`config.mk`:
```
export PLATFORM = sky130hd
export DESIGN_NAME = serial_word_collector
export DESIGN_NICKNAME = d
export VERILOG_FILES = /design/src/rtl/ser_collect_pkg.sv /design/src/rtl/ser_shift_reg.sv /design/src/rtl/serial_word_collector.sv
export SDC_FILE = /design/constraint.sdc
export NUM_CORES = 1
export LEC_CHECK = 0
export CORE_MARGIN = 1.5
export CORE_UTILIZATION = 35
export DETAILED_ROUTE_END_ITERATION = 10
export PLACE_DENSITY = 0.67
export SLEW_MARGIN = 30
export SYNTH_ARGS = -nofsm -noshare
export SYNTH_HDL_FRONTEND = slang
export SYNTH_SLANG_ARGS = --single-unit
```
`constraint.sdc`:
```
create_clock -name clk -period 4.52 [get_ports clk]
set_clock_uncertainty 0.1 [all_clocks]
set_input_delay 0.904 -clock clk [delete_from_list [all_inputs] [get_ports clk]]
set_output_delay 0.904 -clock clk [all_outputs]
set_load 0.05 [all_outputs]
```
`src/rtl/ser_collect_pkg.sv`:
```
// ============================================================================
// Module : ser_collect_pkg
// Brief  : Shared state encoding and sizing helper for serial_word_collector.
// Rev    : 1.0  initial release
// ============================================================================
`default_nettype none

package ser_collect_pkg;

  typedef enum logic [1:0] {
    IDLE   = 2'd0,
    SHIFT  = 2'd1,
    PARITY = 2'd2,
    FULL   = 2'd3
  } ser_state_t;

  // Counter must be able to hold the value WIDTH itself.
  function automatic int cnt_width(input int width);
    return $clog2(width + 1);
  endfunction

endpackage

`default_nettype wire

```
`src/rtl/ser_shift_reg.sv`:
```
// ============================================================================
// Module : ser_shift_reg
// Brief  : WIDTH-bit MSB-first shift register with load and shift enables.
// Rev    : 1.0  initial release
// ============================================================================
`default_nettype none

module ser_shift_reg
  import ser_collect_pkg::*;
#(
  parameter int WIDTH = 8
) (
  input  logic             clk,
  input  logic             rst_n,
  input  logic             load_i,
  input  logic             shift_i,
  input  logic             bit_i,
  output logic [WIDTH-1:0] word_next_o
);

  logic [WIDTH-1:0] shift_q;
  logic [WIDTH-1:0] shift_d;
  logic [WIDTH-1:0] w_shifted;

  generate
    if (WIDTH == 1) begin : g_single
      assign w_shifted = bit_i;
    end else begin : g_multi
      assign w_shifted = {shift_q[WIDTH-2:0], bit_i};
    end
  endgenerate

  always_comb begin
    shift_d = shift_q;
    if (load_i) begin
      shift_d    = '0;
      shift_d[0] = bit_i;
    end else if (shift_i) begin
      shift_d = w_shifted;
    end
  end

  always_ff @(posedge clk or negedge rst_n) begin
    if (!rst_n) begin
      shift_q <= '0;
    end else begin
      shift_q <= shift_d;
    end
  end

  // Exposing the next value lets the owner capture a word on its final beat.
  assign word_next_o = shift_d;

endmodule

`default_nettype wire

```
`src/rtl/serial_word_collector.sv`:
```
// ============================================================================
// Module : serial_word_collector
// Brief  : Framed serial-to-parallel collector with valid/ready word output.
//          Define SER_PARITY_EN to require an even-parity beat after each word.
// Rev    : 1.0  initial release
// ============================================================================
`default_nettype none

module serial_word_collector
  import ser_collect_pkg::*;
#(
  parameter int WIDTH = 8
) (
  input  logic             clk,
  input  logic             rst_n,
  input  logic             sin_valid,
  input  logic             sin_bit,
  input  logic             sin_sof,
  output logic             sin_ready,
  output logic             out_valid,
  input  logic             out_ready,
  output logic [WIDTH-1:0] out_data,
  output logic             frame_err
);

  localparam int                 c_CNT_W = cnt_width(WIDTH);
  localparam logic [c_CNT_W-1:0] c_ONE   = c_CNT_W'(1);
  localparam logic [c_CNT_W-1:0] c_LAST  = c_CNT_W'(WIDTH - 1);

  ser_state_t         state_q;
  logic [c_CNT_W-1:0] count_q;
  logic               out_valid_q;
  logic [WIDTH-1:0]   out_data_q;
  logic               frame_err_q;
  logic               sin_ready_q;

  logic               w_beat;
  logic               w_load;
  logic               w_shift;
  logic               w_data_done;
  logic [WIDTH-1:0]   w_shift_d;

  assign w_beat  = sin_valid && sin_ready_q;
  assign w_load  = w_beat && sin_sof;
  assign w_shift = w_beat && !sin_sof && (state_q == SHIFT);

  // Beat that supplies the last data bit of a word (a lone sof bit when WIDTH==1).
  assign w_data_done = w_beat && (sin_sof ? (WIDTH == 1)
                                          : ((state_q == SHIFT) && (count_q == c_LAST)));

`ifdef SER_PARITY_EN
  logic w_parity_ok;
  // Register is idle during a non-sof parity beat, so the next value is the word.
  assign w_parity_ok = (sin_bit == ^w_shift_d);
`endif

  ser_shift_reg #(
    .WIDTH (WIDTH)
  ) u_shift (
    .clk         (clk),
    .rst_n       (rst_n),
    .load_i      (w_load),
    .shift_i     (w_shift),
    .bit_i       (sin_bit),
    .word_next_o (w_shift_d)
  );

  always_ff @(posedge clk or negedge rst_n) begin
    if (!rst_n) begin
      state_q     <= IDLE;
      count_q     <= '0;
      out_valid_q <= 1'b0;
      out_data_q  <= '0;
      frame_err_q <= 1'b0;
      sin_ready_q <= 1'b1;
    end else begin
      frame_err_q <= 1'b0;
      case (state_q)
        IDLE, SHIFT, PARITY: begin
          if (w_beat && sin_sof) begin
            count_q     <= c_ONE;
            state_q     <= SHIFT;
            frame_err_q <= (state_q != IDLE);
          end else if (w_beat && (state_q == SHIFT)) begin
            count_q <= count_q + c_ONE;
          end
`ifdef SER_PARITY_EN
          else if (w_beat && (state_q == PARITY)) begin
            if (w_parity_ok) begin
              state_q     <= FULL;
              out_valid_q <= 1'b1;
              sin_ready_q <= 1'b0;
              out_data_q  <= w_shift_d;
            end else begin
              state_q     <= IDLE;
              count_q     <= '0;
              frame_err_q <= 1'b1;
            end
          end
`endif
          if (w_data_done) begin
`ifdef SER_PARITY_EN
            state_q     <= PARITY;
`else
            state_q     <= FULL;
            out_valid_q <= 1'b1;
            sin_ready_q <= 1'b0;
            out_data_q  <= w_shift_d;
`endif
          end
        end
        FULL: begin
          if (out_ready) begin
            state_q     <= IDLE;
            count_q     <= '0;
            out_valid_q <= 1'b0;
            sin_ready_q <= 1'b1;
          end
        end
        default: begin
          state_q <= IDLE;
        end
      endcase
    end
  end

  assign sin_ready = sin_ready_q;
  assign out_valid = out_valid_q;
  assign out_data  = out_data_q;
  assign frame_err = frame_err_q;

endmodule

`default_nettype wire

```
=== Word level (Yosys, flattened, before mapping) ===
Index checks and enable logic that the tools add are counted.

* Mux-type cells: 19
* Equal/unequal tests: 8
* Add/sub/neg operators: 1
* Reductions and logical operators: 15

{| class="wikitable"
|+ Operators with widths
! cell !! count
|-
| two-way mux 8 bit || 2
|-
| two-way mux 4 bit || 3
|-
| one-hot mux 4 bit (2 select lines) || 1
|-
| AND reduction 2 bit || 4
|-
| logical AND 1 bit || 7
|-
| two-way mux 1 bit || 7
|-
| two-way mux 2 bit || 3
|-
| inequality test 3 x 2 -> 1 bit (second input constant) || 2
|-
| adder 4 x 1 -> 4 bit (second input constant) || 1
|-
| == test 2 bit (second input constant) || 2
|-
| == test 4 x 3 -> 1 bit (second input constant) || 1
|-
| inequality test 2 bit (second input constant) || 2
|-
| one-hot mux 1 bit (2 select lines) || 2
|-
| one-hot mux 2 bit (2 select lines) || 1
|-
| OR reduction 3 bit || 1
|-
| == test 2 x 1 -> 1 bit (second input constant) || 1
|-
| zero test 2 bit || 1
|-
| nonzero test 2 bit || 1
|-
| zero test 1 bit || 1
|}

* Input bits: 6
* Word-level logic and storage cells: 50
* Register bits after elaboration: 25
* Output and inout bits: 11

=== Longest topological paths before layout ===
* Word-level depth: 6
* Mapped depth: 5
* Gate-level depth less buffers: 4

=== Cells and area by module ===
A second synthesis with hierarchy kept.

* Cells, all modules: 96
* Area total of the unflattened synthesis: 1,217.4 µm²

{| class="wikitable"
|+ By module, submodules not included
! module !! area each (µm²) !! seq. area each (µm²) !! instances !! cells each
|-
| serial_word_collector || 880.8 || 426.7 || 1 || 70
|-
| ser_shift_reg || 336.6 || 200.2 || 1 || 26
|}

=== Worst setup path after synthesis ===
No wires, ideal clock.

* Kind: input to register
* Start point: input port sin_sof
* End point: register out_data_q[2], in the netlist out_data[2]
* Required time: 4.295 ns
* Arrival time: 1.921 ns
* Setup slack: 2.374 ns
* Cell stages on the path: 5
* Library setup time: 0.125 ns
* Path buffers: 2
* Path through: buf_6 > and3b_1 > nor4b_4 > buf_6 > mux2_4

* Word-level cells in the longest chain between the ends: 5
* Elaborated cells on any way between the ends: 9
* Classes of those cells: 3 x mux; 6 x reduce/logical

{| class="wikitable"
|+ RTL lines
! what !! line !! RTL
|-
| start: declaration || serial_word_collector.sv:18 || <nowiki>input logic sin_sof,</nowiki>
|-
| zero test 1 bit || serial_word_collector.sv:45 || <nowiki>assign w_shift = w_beat && !sin_sof && (state_q == SHIFT);</nowiki>
|-
| logical AND 1 bit (2 in series) || serial_word_collector.sv:45 ||
|-
| two-way mux 8 bit || ser_shift_reg.sv:38 || <nowiki>end else if (shift_i) begin</nowiki>
|-
| two-way mux 8 bit || ser_shift_reg.sv:35 || <nowiki>if (load_i) begin</nowiki>
|-
| end signal: assignment || serial_word_collector.sv:108 || <nowiki>out_data_q <= w_shift_d;</nowiki>
|-
| end: declaration || serial_word_collector.sv:33 || <nowiki>logic [WIDTH-1:0] out_data_q;</nowiki>
|}

Parallel ways exist; a longest one is shown, timed or not.
A chain may end at the register's enable or synchronous reset.

=== Worst setup path in the final report ===
* Start point: input port sin_sof
* End point: register out_data_q[1], in the netlist out_data[1]

Same word-level chain as after synthesis.

==> flow_summary.ini <==
[worst_hold_path]
hold_class = flip-flop to flip-flop
hp-start = out_valid
hold_depth = 1
hold_path_end = out_valid

[power_and_ir_drop]
pwr-share-clk = 0.181
p_switching_uw = 324.9
p_leak_uw = 0.0005923
power_uw = 838.8
seqPwrFrac = 0.408
internal_power_uw = 513.9
comb_power_share = 0.411
power_density_mw_per_mm2 = 621.3
peakVddDrop_mv = 0.3044
swShare = 0.3873

[floorplan]
ios = 17
core-area_mm2 = 0.003053
start_util = 0.3689
die_w_um = 59.72
dieArea_mm2 = 0.003566
die_h_um = 59.72
placementRows = 20

[placement]
portBuffers = 16
post-dp-hpwl_um = 1506
place_congestion = 0.7948
place_area_mm2 = 0.001297

[detailed_routing]
routedLengthMet1_um = 955
drt-total-wl_um = 2069
dr.pass1.iters = 4
drt_iter0_markers = 17
vias = 739
wl_met3_um = 108
top_layer = met4
met2_wirelength_um = 988
drc = 0
wl_per_cell_um = 14.07
antenna_left = 0
viasPerCell = 5.027

[critical_path]
critPathLaunchType = input port
ff2ff_path_depth = 3
rrSetupSlack_ps = 2410
slowest_delay_ps = 690
r2r_end = out_data[1]
worstPathMaxFanout = 11
cp.arrival_ps = 2860
rr_startpoint = sin_ready
crit_buf_inv = 1
end_kind = flip-flop
setup.worst_path.class = input port to flip-flop
worstPathCellList = clkdlybuf4s50_1 -> and3b_1 -> nor4b_4 -> mux2_2
required_ps = 4630
cpMaxStageDelayCell = nor4b_4
critical_path.top_delay_family = simple AND/OR/NAND/NOR gates

[timing]
report.final.slew_viol_count = 0
post-route-min-period_ps = 2744
worst_pin_slew_ps = 832.1
max_freq_mhz = 364.4
tns_ps = 0
rsz0062_at_grt = no
slew_headroom = 0.4429
hold_viol_final = 0
setup_violations = 0
period_share = 0.6071

[clock_network]
cts.root.buffer_cell = clkbuf_4
cts.sinks = 24
cts_inserted_buffers = 3
holdBufCountCts = 0
clock_latency_ps = 310
post-cts-setup-buffers = 0
clkTransAtPathRegs_ps = 130
post_cts_resized = 0
h-tree-depth = 1
cts_tree = yes
clk_path_buf_depth = 2

[cells_and_area]
area_growth_pct = 19.89
insertedDiodeCount = 0
final_cell_mix = dfrtp_1 (23), clkdlybuf4s50_1 (15), a22o_1 (7)
multi_input_area_um2 = 466.7
fillers = 303
nets = 111
drive_gt1_frac = 0.1845
final_common_cell = dfrtp_1
final-seq-area_um2 = 601.8
post-route-cell-area_mm2 = 0.001350

[synth]
synth_ff_type = dfrtp_1
synthCells = 87
async_reset_ff_frac = 1.000
synth_cell_type_count = 37
yosys_warnings = 0
ys_ff_latch = 24
seq_area_frac_synth = 0.5344
syn_nets = 94
synth_area_per_cell_um2 = 12.94
synth_edf_count = 0
syn-cell-area_mm2 = 0.001126

[global_routing]
grt_start_max_net_pins = 25
antenna_found_initial = 0
grt_pass1_wl_um = 3650
grt_usage = 0.1377
grt_pass1_vias = 762
grt-ovfl-total = 0

[job]
drv_cap = 0

[status]
outcome = finished clean
## stage by stage
| step | utilization | hold WS [ps] | setup slack [ps] | instances |
|---|---|---|---|---|
| global placement | 0.4266 | 367.4 | 1495 | 143 |
| finish | 0.4422 | 392.3 | 1776 | 147 |
| floorplan | - | 373.5 | 2374 | 87 |
| CTS | 0.4422 | 397.8 | 1752 | 147 |
| global route | 0.4422 | 406.9 | 1697 | 147 |
| detailed placement | 0.4250 | 367.0 | 1410 | 143 |
## routing by layer
metal / up-vias / track usage
met4: 0 / 0.02857
li1: 349 / -
met3: 2 / 0.03896
met2: 23 / 0.2189
met5: - / 0
met1: 365 / 0.1878
## worst max-delay path by stage
| stage | start | endpoint | slack (ps) | cells past startpoint |
|---|---|---|---|---|
| 2_1_floorplan | sin_sof | out_data[2] | 2370 | 5 |
| 3_3_place_gp | sin_sof | out_data[1] | 1500 | 4 |
| 3_5_place_dp | sin_sof | out_data[1] | 1410 | 4 |
| 4_1_cts | sin_ready | sin_ready | 1750 | 1 |
| 5_1_grt | sin_ready | sin_ready | 1700 | 1 |
| 6_report | sin_sof | out_data[1] | 1780 | 4 |
## cell families (layout without fill, tap and decap cells)
logic type | Yosys count | count (layout) | share of synthesized area
AND/OR/NAND/NOR | 22 | 22 | 0.1422
adder cells (fa/ha/maj) | 1 | 1 | 0.01111
AO/OA/AOI/OAI | 23 | 23 | 0.1622
multiplexers | 8 | 8 | 0.09889
buffers and inverters | 9 | 25 | 0.05111
flip-flops | 24 | 24 | 0.5344
## layout make-up
| class | count | area share |
|---|---|---|
| Clock buffer | 3 | 0.01668 |
| Timing Repair Buffer | 16 | 0.1149 |
| Tap cell | 44 | 0.04078 |
| Inverter | 5 | 0.01390 |
| Sequential cell | 24 | 0.4458 |
| Clock inverter | 1 | 0.02224 |
| Multi-Input combinational cell | 54 | 0.3457 |
## sequential cells by signal, indices dropped and copies added (netlist names)
| signal | flops |
|---|---|
| out_data | 8 |
| u_shift.shift_q | 7 |
| frame_err | 1 |
| out_valid | 1 |
| count_q | 4 |
| state_q | 2 |
| sin_ready | 1 |
## cells in the mapped netlist (2+ instances only)
cell	n	area, um^2
nor2_1	3	11.26
mux2_4	6	90.09
a22o_1	7	61.31
a21oi_1	3	15.01
dfrtp_1	23	575.6
nand2_1	5	18.77
nand2b_1	3	18.77
buf_6	3	33.78
inv_1	5	18.77
and2_1	2	12.51
## power groups by stage
| stage | combinational, uW | sequential, uW | clock, uW |
|---|---|---|---|
| after floorplan | 187 | 410 | 0 |
| after global placement | 341 | 344 | 0 |
| after detailed placement | 345 | 347 | 0 |
| after CTS | 348 | 341 | 158 |
| after global routing | 375 | 353 | 168 |
| final | 345 | 342 | 152 |
Note: power is estimated with default switching activity, not from simulation.
